### config.mk
export PLATFORM = sky130hd
export DESIGN_NAME = bcd_time_counter_flat
export DESIGN_NICKNAME = d
export VERILOG_FILES = /design/src/rtl/stopwatch_pkg.sv /design/src/rtl/bcd_time_counter_if.sv /design/src/rtl/bcd_digit.sv /design/src/rtl/bcd_time_counter.sv /design/src/flat_wrapper.sv
export SDC_FILE = /design/constraint.sdc
export NUM_CORES = 1
export LEC_CHECK = 0
export BUFFER_PORTS_ARGS = -buffer_cell sky130_fd_sc_hd__buf_4
export CORE_MARGIN = 2
export CORE_UTILIZATION = 49
export DETAILED_ROUTE_END_ITERATION = 8
export PLACE_DENSITY = 0.76
export SLEW_MARGIN = 10
export SYNTH_ARGS = -nofsm -noshare
export SYNTH_HDL_FRONTEND = slang
export SYNTH_SLANG_ARGS = --single-unit
export TNS_END_PERCENT = 20
### constraint.sdc
create_clock -name clk -period 6.85 [get_ports clk]
set_clock_uncertainty 0.05 [all_clocks]
set_input_delay 0.3425 -clock clk [delete_from_list [all_inputs] [get_ports clk]]
set_output_delay 0.3425 -clock clk [all_outputs]
set_load 0.05 [all_outputs]
### src/rtl/stopwatch_pkg.sv
// stopwatch_pkg: shared state enum, BCD width/limits and load clamp helper
package stopwatch_pkg;
  localparam int BCD_W = 4;
  localparam logic [BCD_W-1:0] DIGIT_MAX = 4'd9;
  localparam logic [BCD_W-1:0] TENS_MAX = 4'd5;
  typedef enum logic [1:0] {IDLE, RUN, PAUSED, DONE} state_t;
  function automatic logic [BCD_W-1:0] clamp(input logic [BCD_W-1:0] v, input logic [BCD_W-1:0] lim);
    return v > lim ? lim : v;
  endfunction
endpackage

### src/rtl/bcd_time_counter_if.sv
// bcd_time_counter_if: control pulses, preset digits (master->slave); display digits, running, done (slave->master)
interface bcd_time_counter_if;
  import stopwatch_pkg::*;
  logic deciClk, up, start, stop, clear, load;
  logic [BCD_W-1:0] ld_mins, ld_tens, ld_ones, ld_tenths;
  logic [BCD_W-1:0] mins, tens, ones, tenths;
  logic running, done;
  modport master(output deciClk, up, start, stop, clear, load, ld_mins, ld_tens, ld_ones, ld_tenths,
                 input mins, tens, ones, tenths, running, done);
  modport slave(input deciClk, up, start, stop, clear, load, ld_mins, ld_tens, ld_ones, ld_tenths,
                output mins, tens, ones, tenths, running, done);
endinterface

### src/rtl/bcd_digit.sv
// bcd_digit: one up/down BCD digit step; value/enable/up/limit in, nxt value and carry/borrow out
module bcd_digit
  import stopwatch_pkg::*;
(
  input  logic [BCD_W-1:0] value,
  input  logic             enable,
  input  logic             up,
  input  logic [BCD_W-1:0] limit,
  output logic [BCD_W-1:0] nxt,
  output logic             carry
);
  logic at_end;
  always_comb begin
    at_end = up ? value == limit : value == '0;
    carry = enable & at_end;
    nxt = !enable ? value : at_end ? (up ? '0 : limit) : (up ? value + 1'b1 : value - 1'b1);
  end
endmodule

### src/rtl/bcd_time_counter.sv
// bcd_time_counter: M:SS.t BCD up/down stopwatch counter with IDLE/RUN/PAUSED/DONE control; clk, async reset, bus (slave)
module bcd_time_counter
  import stopwatch_pkg::*;
#(
  parameter int MAX_MINS = 9
) (
  input logic               clk,
  input logic               reset,
  bcd_time_counter_if.slave bus
);
  localparam logic [BCD_W-1:0] MINS_LIM = BCD_W'(MAX_MINS);
  localparam logic [3:0][BCD_W-1:0] TERM_UP = {MINS_LIM, TENS_MAX, DIGIT_MAX, DIGIT_MAX};
  state_t state_q, state_d;
  logic [3:0][BCD_W-1:0] d_q, d_d, nxt;
  logic [4:0] c;
  logic nxt_term, run_q, done_q;
  // With the chain always enabled, the final carry means every digit sits at its
  // end value for the current direction, i.e. the current value is the terminal.
  assign c[0] = 1'b1;
  for (genvar i = 0; i < 4; i++) begin : g_dig
    bcd_digit u_dig (
      .value(d_q[i]),
      .enable(c[i]),
      .up(bus.up),
      .limit(i == 3 ? MINS_LIM : i == 2 ? TENS_MAX : DIGIT_MAX),
      .nxt(nxt[i]),
      .carry(c[i+1])
    );
  end
  assign nxt_term = nxt == (bus.up ? TERM_UP : '0);
  always_comb begin
    state_d = state_q;
    d_d = d_q;
    if (bus.clear) begin
      d_d = '0;
      state_d = IDLE;
    end else if (bus.load && state_q != RUN) begin
      d_d = {clamp(bus.ld_mins, MINS_LIM), clamp(bus.ld_tens, TENS_MAX),
             clamp(bus.ld_ones, DIGIT_MAX), clamp(bus.ld_tenths, DIGIT_MAX)};
      state_d = IDLE;
    end else if (bus.stop && state_q == RUN) begin
      state_d = PAUSED;
    end else if (bus.start && state_q != RUN) begin
      state_d = c[4] ? DONE : RUN;
    end else if (bus.deciClk && state_q == RUN) begin
      // Already at the terminal (direction flipped mid-run): hold rather than wrap.
      d_d = c[4] ? d_q : nxt;
      state_d = c[4] || nxt_term ? DONE : RUN;
    end
  end
  always_ff @(posedge clk or posedge reset) begin
    if (reset) begin
      state_q <= IDLE;
      d_q <= '0;
      run_q <= 1'b0;
      done_q <= 1'b0;
    end else begin
      state_q <= state_d;
      d_q <= d_d;
      run_q <= state_d == RUN;
      done_q <= state_d == DONE;
    end
  end
  assign bus.mins = d_q[3];
  assign bus.tens = d_q[2];
  assign bus.ones = d_q[1];
  assign bus.tenths = d_q[0];
  assign bus.running = run_q;
  assign bus.done = done_q;
endmodule
### src/flat_wrapper.sv
// flat-port wrapper written by rule: the top's interface ports become plain ports
module bcd_time_counter_flat import stopwatch_pkg::*;
#(
  parameter int MAX_MINS = 9
)
  (clk, reset, bus_deciClk, bus_up, bus_start, bus_stop, bus_clear, bus_load, bus_ld_mins, bus_ld_tens, bus_ld_ones, bus_ld_tenths, bus_mins, bus_tens, bus_ones, bus_tenths, bus_running, bus_done);
  bcd_time_counter_if bus_i ();
  input logic clk;
  input logic reset;
  input wire logic [$bits(bus_i.deciClk)-1:0] bus_deciClk;
  input wire logic [$bits(bus_i.up)-1:0] bus_up;
  input wire logic [$bits(bus_i.start)-1:0] bus_start;
  input wire logic [$bits(bus_i.stop)-1:0] bus_stop;
  input wire logic [$bits(bus_i.clear)-1:0] bus_clear;
  input wire logic [$bits(bus_i.load)-1:0] bus_load;
  input wire logic [$bits(bus_i.ld_mins)-1:0] bus_ld_mins;
  input wire logic [$bits(bus_i.ld_tens)-1:0] bus_ld_tens;
  input wire logic [$bits(bus_i.ld_ones)-1:0] bus_ld_ones;
  input wire logic [$bits(bus_i.ld_tenths)-1:0] bus_ld_tenths;
  output wire logic [$bits(bus_i.mins)-1:0] bus_mins;
  output wire logic [$bits(bus_i.tens)-1:0] bus_tens;
  output wire logic [$bits(bus_i.ones)-1:0] bus_ones;
  output wire logic [$bits(bus_i.tenths)-1:0] bus_tenths;
  output wire logic [$bits(bus_i.running)-1:0] bus_running;
  output wire logic [$bits(bus_i.done)-1:0] bus_done;
  assign bus_i.deciClk = bus_deciClk;
  assign bus_i.up = bus_up;
  assign bus_i.start = bus_start;
  assign bus_i.stop = bus_stop;
  assign bus_i.clear = bus_clear;
  assign bus_i.load = bus_load;
  assign bus_i.ld_mins = bus_ld_mins;
  assign bus_i.ld_tens = bus_ld_tens;
  assign bus_i.ld_ones = bus_ld_ones;
  assign bus_i.ld_tenths = bus_ld_tenths;
  assign bus_mins = bus_i.mins;
  assign bus_tens = bus_i.tens;
  assign bus_ones = bus_i.ones;
  assign bus_tenths = bus_i.tenths;
  assign bus_running = bus_i.running;
  assign bus_done = bus_i.done;
  bcd_time_counter #(.MAX_MINS(MAX_MINS)) u_core (.clk(clk), .reset(reset), .bus(bus_i));
endmodule
==> results of run 1 <==
==> Yosys cell counts, types with 5 or more instances <==
master and count:
and3_1 6, nor2_1 19, o21ai_0 9, ha_1 8
a21oi_1 17, clkbuf_1 8, nand3_1 5, o21ai_1 11
nand4_1 5, xnor2_1 8, inv_1 13, nor3_1 15
a311oi_1 5, dfrtp_1 20, nor3b_1 5, nand2_1 13
==> worst paths after layout <==
path                       cells past startpoint               start              endpoint  slack (ns)
setup / recovery                              10              bus_up    u_core.bus.running        3.91
min in group clk                               3      bus_ld_ones[3]    u_core.bus.ones[3]        0.32
max in group asynchronous                      2               reset  u_core.bus.tenths[0]        6.08
hold / removal                                 2               reset    u_core.bus.mins[3]        0.18
hold reg to reg                                2  u_core.bus.mins[2]    u_core.bus.mins[2]        0.62
setup reg to reg                               9  u_core.bus.tens[0]    u_core.bus.running        4.11
==> power breakdown <==
| part | switching (mW) | internal (mW) |
|---|---|---|
| registers | 0.0146 | 0.125 |
| logic | 0.0914 | 0.0549 |
| clock network | 0.0406 | 0.0392 |
==> worst register-to-register path, cell delays in order, from the launching register on <==
cell       delay (ns)
dfrtp_1          0.56
inv_1            0.16
fa_1             0.48
xnor2_1          0.22
a32oi_1          0.13
nand4_1          0.11
o21ai_0          0.14
and3_1           0.25
mux2_4           0.28
a2111oi_4        0.27
==> logic make-up after synthesis <==
kind of cell / count (synthesis)
AOI/OAI and AO/OA: 81
DFF: 20
xor gates and xnor gates: 10
muxes: 3
buffers and inverters: 26
and+or+nand+nor: 84
adders and majority gates: 12
==> state kept, by name (all words and copies together), names as in the netlist <==
register,cells
u_core.bus.running,1
u_core.bus.tens,4
u_core.bus.done,1
u_core.bus.mins,4
u_core.bus.ones,4
u_core.state_q,2
u_core.bus.tenths,4
==> final cells by class <==
| class | instances | area (um^2) | share of cell area, % |
|---|---|---|---|
| Sequential cell | 20 | 500 | 21.5 |
| Inverter | 13 | 48.8 | 2.09 |
| Tap cell | 48 | 60.1 | 2.58 |
| Clock buffer | 3 | 41.3 | 1.77 |
| Timing Repair Buffer | 43 | 323 | 13.9 |
| Multi-Input combinational cell | 190 | 1360 | 58.2 |
==> routing by layer <==
layer	global-route usage (%)	vias up
li1	-	960
met1	38.4	943
met2	35.5	72
met3	3.00	6
met4	6.38	0
met5	0	-
==> impl_metrics.csv, run 1 <==
group,metric,value,unit
placement,postPlaceCellArea,2290,um^2
synth,synth_top_area_cell,"dfrtp_1",
synth,post_synth.cell_area_avg,8.30,um^2
global_routing,antenna_found_initial,0,
setup_path,timing.critical_path.max_delay_family,"compound AO/OA/AOI/OAI gates",
setup_path,critical-path-max-stage-delay,0.40,ns
synth,syn_nets,272,
synth,synth_simple_gate_area_share,23.1,%
synth,main_combinational_cell_family_by_area_after_synthesis,"compound AO/OA/AOI/OAI gates",
die,die-height,67.2,um
clocking,clock_tree.buffer_depth,2,
synth,synthCells,236,
synth,synthXorXnorAreaFrac,4.47,%
timing,unrepaired_setup_endpoints_after_global_routing,"false",
final_layout,syn_to_final_growth,18.9,%
drt,highest_routed_layer,"met4",
timing,final.hold.worst_slack,0.179,ns
clocking,worst_skew_pair.late_latency,0.26,ns
setup_path,cp_data_arrival_time,3.05,ns
placement,detailed_place_hpwl,3.73,mm
global_routing,grt_ovf,0,
clocking,cts_root_buffer,"clkbuf_8",
run,number_of_max_cap_violations,0,
die,ioPinCount,42,
power,total_leakage_power,0.965,nW
placement,dp.cells,314,
synth,synth_compound_gate_area_share,30.7,%
timing,fin_ws,3.91,ns
setup_path,path_max_fanout,24,
placement,preCtsSetupSlack,3.68,ns
timing,final_max_slew_viol_count,0,
power,irDropWorstVdd,0.0854,mV
drt,detail_route.drc_violations,0,
drt,vias_per_std_cell,6.25,
timing,endpoints_failing_hold,0,
power,p_total,0.366,mW
synth,synth.top_cell.area_share,25.5,%
drt,routed-wl-met3,319,um
timing,final_period_minus_worst_setup_slack,2.94,ns
global_routing,grt_util_all_layers,24.6,%
final_layout,leading_cell_types_in_the_layout_fill_and_taps_excluded,"buf_4 (43), dfrtp_1 (20), nor2_1 (19)",
clocking,post_cts_buffers,0,
final_layout,fillers,368,
synth,portion_of_netlist_area_occupied_by_mux_cells,1.79,%
placement,port-buffer-count,41,
timing,timing.final.setup_violations,0,
outcome,outcome,"complete, no violations",
synth,synthArstFlopShare,100,%
die,die_x,67.2,um
final_layout,design.final.nets,307,
clocking,clock_tree.htree_level_count,1,
timing,setup_total_negative_slack,0,ns
clocking,post_cts.resized_instances,0,
synth,edff_count_synth,0,
power,power_density,157,nW/um^2
drt,detail-route-antenna-nets,0,
placement,gp_congestion,0.979,
clocking,cts_tree,"built",
drt,detail_route.wirelength,5.12,mm
setup_path,critPathCaptureType,"flop",
final_layout,postLayoutCellArea,2330,um^2
die,rows,22,
global_routing,largest_net_degree_at_the_start_of_global_routing,31,
synth,ys_warnings,0,
global_routing,grt_pass1_vias,1697,
drt,wl_met2,2.30,mm
setup_path,setup.worst_path.class,"in -> reg",
drt,drt_iter0_drc,114,
drt,wirelength_met1,2.43,mm
drt,routed_wire_length_per_instance,16.1,um
die,initial_core_util,52.3,%
synth,synth-seq-area-share,25.5,%
setup_path,crit_slowest_cell,"a2111o_1",
final_layout,final_core_util,62.2,%
timing,fmaxAchievable,340,MHz
clocking,clk_transition_reported_paths,0.08,ns
timing,finalCritPeriodShare,42.9,%
final_layout,layout.cells.most_common,"buf_4",
clocking,numCtsBuffers,3,
synth,ys_seq_elements,20,
setup_path,critical_path_buf_inv_count,2,
clocking,cts.sinks,20,
drt,firstDrtPassIters,4,
timing,worst-slew-pin-transition,0.959,ns
setup_path,worst_setup_path_start_kind,"input port",
global_routing,grt_pass1_wl,8.41,mm
timing,maxSlewHeadroom,35.9,%
setup_path,cp_data_required_time,6.96,ns
synth,post_synth_instance_area,1960,um^2
drt,routed-via-count,1981,
hold_path,worst_hold_path_type,"in -> async",
final_layout,antenna_cells_inserted,0,
synth,post_synth_main_area_contributors,"dfrtp_1 (26%), ha_1 (5.1%), a21oi_1 (4.3%)",
setup_path,timing.critical_path.cells,"buf_4, inv_1, ha_1, a21o_1, a21oi_1, nor3_1, a2111o_1, a22o_1, mux2_4, a2111oi_4",
die,placeableCoreArea,3740,um^2
final_layout,final_layout_size_suffix_gt1_share,20.1,%
synth,post_synth_num_cell_types,56,
clocking,cts-hold-fix-buffers,0,
synth,yosys.area_share.adder,9.20,%
synth,ys_dominant_reg_cell,"dfrtp_1",
die,design.die.area,4520,um^2
final_layout,non_filler_instances,317,
No activity file was read; power rests on OpenSTA's default activity.
==> run 2: changes to the inputs <==
--- a/config.mk
+++ b/config.mk
@@ -9,7 +9,7 @@
 export CORE_MARGIN = 2
 export CORE_UTILIZATION = 49
 export DETAILED_ROUTE_END_ITERATION = 8
-export PLACE_DENSITY = 0.76
+export PLACE_DENSITY = 0.79
 export SLEW_MARGIN = 10
 export SYNTH_ARGS = -nofsm -noshare
 export SYNTH_HDL_FRONTEND = slang
==> constraint.sdc (replaced) <==
create_clock -name clk -period 2.6 [get_ports clk]
set_clock_uncertainty 0.05 [all_clocks]
set_input_delay 0.13 -clock clk [delete_from_list [all_inputs] [get_ports clk]]
set_output_delay 0.13 -clock clk [all_outputs]
set_load 0.05 [all_outputs]
==> run 2 against run 1 <==
Effect of this change: count of clock-buffer cells in the layout is 1 higher; wire length is 13% higher; power grew to 2.8 times the previous value; global-route usage is 3.9 points higher; worst setup slack worse by 3.8 ns; clock power grew to 2.7 times the previous value; register-to-register slack worse by 4.0 ns; hold slack worse by 0.090 ns; critical path type is now reg -> reg; largest power group unchanged.
==> impl_metrics.csv, run 2 (same netlist as run 1, synthesis figures left out) <==
group,metric,value,unit
outcome,outcome,"complete, no violations",
timing,timing.final.setup_violations,0,
final_layout,leading_cell_types_in_the_layout_fill_and_taps_excluded,"buf_4 (69), nor2_1 (19), a21oi_1 (15)",
placement,port-buffer-count,41,
setup_path,worstReg2RegStart,"u_core.bus.mins[2]",
power,p_total,1.03,mW
setup_path,critPathCaptureType,"flop",
die,die-height,67.2,um
global_routing,antenna_found_initial,0,
setup_path,timing.critical_path.from,"u_core.bus.mins[2]",
final_layout,antenna_cells_inserted,0,
clocking,clk_transition_reported_paths,0.08,ns
die,ioPinCount,42,
power,total_leakage_power,1.09,nW
final_layout,syn_to_final_growth,32.1,%
timing,final_max_slew_viol_count,0,
global_routing,grt_pass1_wl,9.83,mm
drt,detail_route.drc_violations,0,
final_layout,design.final.nets,334,
clocking,cts.sinks,20,
hold_path,holdCritStartpoint,"bus_ld_ones[3]",
global_routing,grt_ovf,0,
placement,preCtsSetupSlack,0.0249,ns
final_layout,final_core_util,69.2,%
clocking,worst_skew_pair.late_latency,0.27,ns
final_layout,fillers,316,
clocking,clock_tree.buffer_depth,2,
setup_path,cp_data_arrival_time,2.63,ns
timing,endpoints_failing_hold,0,
drt,routed_wire_length_per_instance,16.8,um
timing,worst-slew-pin-transition,0.827,ns
clocking,cts_root_buffer,"clkbuf_8",
setup_path,setup.worst_path.class,"reg -> reg",
timing,maxSlewHeadroom,44.8,%
setup_path,path_max_fanout,5,
die,die_x,67.2,um
drt,detail-route-antenna-nets,0,
final_layout,final_layout_size_suffix_gt1_share,31.6,%
drt,routed-via-count,2160,
timing,finalCritPeriodShare,96.8,%
run,number_of_max_cap_violations,0,
clocking,numCtsBuffers,3,
timing,fin_ws,0.0843,ns
final_layout,layout.cells.most_common,"buf_4",
power,irDropWorstVdd,0.180,mV
die,placeableCoreArea,3740,um^2
timing,unrepaired_setup_endpoints_after_global_routing,"false",
drt,drt_iter0_drc,133,
clocking,cts_tree,"built",
placement,detailed_place_hpwl,4.36,mm
global_routing,largest_net_degree_at_the_start_of_global_routing,30,
drt,firstDrtPassIters,5,
power,power_density,400,nW/um^2
die,design.die.area,4520,um^2
placement,gp_congestion,0.960,
timing,final_period_minus_worst_setup_slack,2.52,ns
clocking,clock_tree.htree_level_count,1,
drt,vias_per_std_cell,6.26,
drt,detail_route.wirelength,5.80,mm
hold_path,worst_hold_path_type,"in -> reg",
global_routing,grt_util_all_layers,28.5,%
setup_path,cp_data_required_time,2.71,ns
setup_path,worst_setup_path_start_kind,"flop",
die,initial_core_util,52.3,%
timing,fmaxAchievable,398,MHz
global_routing,grt_pass1_vias,2078,
die,rows,22,
run 2: path summary, 6_finish.rpt:
kind | to | slack, ns | cells after the start
setup / recovery | u_core.bus.running | 0.08 | 7
hold / removal | u_core.bus.ones[3] | 0.09 | 3
setup reg to reg | u_core.bus.running | 0.08 | 7
hold reg to reg | u_core.bus.mins[2] | 0.60 | 2
max in group asynchronous | u_core.bus.tens[1] | 1.39 | 3
min in group asynchronous | u_core.bus.ones[3] | 0.54 | 3
run 2: layer usage:
metal  global-route usage, %  up-vias  part of all wire [%]
met5                       0        -                     0
met4                    11.7        0                   2.1
met3                    3.17       15                   7.1
met2                    44.9      100                    48
met1                    39.7     1027                    43
li1                        -     1018                     -
run 2: per-stage QoR:
stage	hold slack, ns	cell area (um^2)	setup TNS (ns)	instances
after floorplan	0.0434	2020	-0.0499	236
after global placement	0.284	2510	0	338
after detailed placement	0.293	2510	0	338
after CTS	0.0960	2560	0	343
after global routing	0.115	2590	0	345
final	0.0898	2590	0	345
run 2: report_power, final:
part | switching (mW) | total [mW] | internal, mW
logic | 0.273 | 0.458 | 0.185
registers | 0.0262 | 0.357 | 0.331
clock network | 0.110 | 0.219 | 0.109
run 2: critical path, stage by stage, from the launching register on:
cell       delay [ns]
dfrtp_2          0.45
ha_1             0.34
a21oi_2          0.24
nor3_1           0.09
a2111o_1         0.38
a22o_1           0.27
mux2_4           0.32
a2111oi_4        0.27
run 2: area by class of cell:
| class | instances | area (um^2) | share of cell area (%) |
|---|---|---|---|
| Sequential cell | 20 | 509 | 19.7 |
| Multi-Input combinational cell | 190 | 1390 | 53.8 |
| Clock buffer | 4 | 45.0 | 1.74 |
| Tap cell | 48 | 60.1 | 2.32 |
| Inverter | 13 | 52.6 | 2.03 |
| Timing Repair Buffer | 70 | 528 | 20.4 |
run 2: what timing repair did:
action | in CTS | in global routing
hold buffers | 1 | 0
gates resized for setup | 0 | 4
buffers inserted | 0 | 2
endpoints found under the hold margin | 7 | 0
setup endpoints to repair | 0 | 3
==> run 3: changes to the inputs <==
--- a/config.mk
+++ b/config.mk
@@ -5,11 +5,12 @@
 export SDC_FILE = /design/constraint.sdc
 export NUM_CORES = 1
 export LEC_CHECK = 0
-export BUFFER_PORTS_ARGS = -buffer_cell sky130_fd_sc_hd__buf_4
 export CORE_MARGIN = 2
-export CORE_UTILIZATION = 49
+export CORE_UTILIZATION = 55
+export CTS_BUF_LIST = sky130_fd_sc_hd__clkbuf_16
 export DETAILED_ROUTE_END_ITERATION = 8
-export PLACE_DENSITY = 0.79
+export DONT_BUFFER_PORTS = 1
+export PLACE_DENSITY = 0.76
 export SLEW_MARGIN = 10
 export SYNTH_ARGS = -nofsm -noshare
 export SYNTH_HDL_FRONTEND = slang
==> run 3 against run 2 <==
Effect of this change: non-clock buffer count decreased by 31; flip-flop and latch count did not move; cell count shrank 9.6%; sequential share of layout area increased by 1.6 points; utilization grew 1.4 points; wire length fell by 2.3%; via count is 6.5% lower; power rose by 6.0%; critical path depth unchanged; die area decreased by 10%.
==> impl_metrics.csv, run 3 (same netlist as run 1, synthesis figures left out) <==
group,metric,value,unit
final_layout,final_core_util,70.5,%
final_layout,fillers,269,
die,rows,21,
final_layout,final_layout_size_suffix_gt1_share,22.6,%
timing,endpoints_failing_hold,0,
timing,final_max_slew_viol_count,0,
global_routing,grt_pass1_vias,2014,
global_routing,grt_pass1_wl,9.47,mm
timing,fin_ws,0.0844,ns
setup_path,critPathCaptureType,"flop",
clocking,clk_transition_reported_paths,0.06,ns
drt,detail_route.drc_violations,0,
global_routing,antenna_found_initial,0,
timing,final_period_minus_worst_setup_slack,2.52,ns
power,p_total,1.10,mW
timing,finalCritPeriodShare,96.8,%
final_layout,antenna_cells_inserted,0,
die,ioPinCount,42,
global_routing,grt_ovf,0,
die,die_x,63.7,um
setup_path,path_max_fanout,8,
timing,final.hold.worst_slack,0.00403,ns
placement,detailed_place_hpwl,4.15,mm
placement,postPlaceCellArea,2260,um^2
final_layout,non_filler_instances,312,
setup_path,critical_path_buf_inv_count,0,
timing,unrepaired_setup_endpoints_after_global_routing,"true",
power,total_leakage_power,0.952,nW
clocking,numCtsBuffers,3,
setup_path,timing.critical_path.cells,"or3_4, a21boi_4, nand3_4, a2111o_1, a22o_1, mux2_4, a2111oi_4",
final_layout,layout.cells.most_common,"buf_4",
final_layout,leading_cell_types_in_the_layout_fill_and_taps_excluded,"buf_4 (35), nor2_1 (19), a21oi_1 (16)",
timing,worst-slew-pin-transition,0.838,ns
final_layout,postLayoutCellArea,2390,um^2
setup_path,timing.critical_path.max_delay_family,"compound AO/OA/AOI/OAI gates",
clocking,cts_root_buffer,"clkbuf_16",
setup_path,worst_setup_path_start_kind,"flop",
clocking,cts.sinks,20,
global_routing,grt_util_all_layers,29.6,%
drt,detail_route.wirelength,5.66,mm
run,number_of_max_cap_violations,0,
setup_path,cp_data_required_time,2.70,ns
drt,routed-via-count,2019,
die,design.die.area,4060,um^2
drt,firstDrtPassIters,4,
placement,dp.cells,304,
global_routing,largest_net_degree_at_the_start_of_global_routing,25,
power,power_density,459,nW/um^2
die,die-height,63.7,um
outcome,outcome,"complete, no violations",
setup_path,setup.worst_path.class,"reg -> reg",
clocking,clock_tree.buffer_depth,2,
timing,setup_total_negative_slack,0,ns
clocking,worst_skew_pair.late_latency,0.25,ns
setup_path,critical-path-max-stage-delay,0.40,ns
drt,detail-route-antenna-nets,0,
placement,gp_congestion,0.971,
timing,maxSlewHeadroom,44.0,%
setup_path,cp_data_arrival_time,2.62,ns
drt,drt_iter0_drc,139,
setup_path,crit_slowest_cell,"dfrtp_2",
die,placeableCoreArea,3390,um^2
final_layout,syn_to_final_growth,22.0,%
hold_path,worst_hold_path_type,"in -> reg",
timing,fmaxAchievable,398,MHz
clocking,cts_tree,"built",
placement,port-buffer-count,0,
clocking,clock_tree.htree_level_count,1,
placement,preCtsSetupSlack,0.0667,ns
drt,routed_wire_length_per_instance,18.2,um
final_layout,design.final.nets,303,
drt,vias_per_std_cell,6.47,
die,initial_core_util,57.8,%
timing,timing.final.setup_violations,0,
power,irDropWorstVdd,0.361,mV
## run 3: cell count changes in the layout (fill, tap and decap cells not counted), moves of 2 or more
cell,delta
clkbuf_16,+3
buf_4,-34
clkbuf_8,-3
dlygate4sd3_1,+2
## run 3: path summary, 6_finish.rpt
path | endpoint | depth (start not counted) | slack [ns] | startpoint
setup / recovery | u_core.bus.running | 7 | 0.08 | u_core.bus.tenths[0]
hold / removal | u_core.bus.mins[3] | 2 | 0.004 | bus_ld_mins[3]
setup reg to reg | u_core.bus.running | 7 | 0.08 | u_core.bus.tenths[0]
hold reg to reg | u_core.bus.tens[0] | 2 | 0.61 | u_core.bus.tens[0]
max in group asynchronous | u_core.bus.tenths[0] | 2 | 1.54 | reset
min in group asynchronous | u_core.bus.tenths[2] | 2 | 0.41 | reset
## run 3: where the power goes
part / switching [mW] / internal (mW)
logic: 0.259 / 0.156
registers: 0.0239 / 0.332
clock network: 0.122 / 0.205
## run 3: worst reg2reg max path, cell delays in order (launching register included)
cell and delay, ns:
dfrtp_2 0.40, or3_4 0.40, a21boi_4 0.18, nand3_4 0.13
a2111o_1 0.37, a22o_1 0.29, mux2_4 0.32, a2111oi_4 0.27
## run 3: timing repair
action,CTS,global route
hold endpoints to repair,37,0
endpoints found under the setup margin,0,4
gates resized for setup,0,4
hold buffers,3,0
buffers inserted,0,1
## run 3: area by class of cell
cell class	count	area [um^2]	share of cell area, %
clock buffer	3	75.1	3.14
multi-input combinational	190	1390	58.0
tap	46	57.6	2.41
timing repair buffer	39	304	12.7
clock inverter	1	3.75	0.157
sequential	20	508	21.2
inverter	13	56.3	2.35
## run 3: metal layers
| metal | track usage [%] | vias to the layer above | part of all wire [%] | routed length (um) |
|---|---|---|---|---|
| met5 | 0 | - | 0 | 0 |
| met4 | 11.7 | 0 | 2.8 | 157 |
| met3 | 6.79 | 18 | 8.7 | 493 |
| met2 | 48.2 | 93 | 49 | 2770 |
| met1 | 37.9 | 952 | 40 | 2240 |
| li1 | - | 956 | - | - |
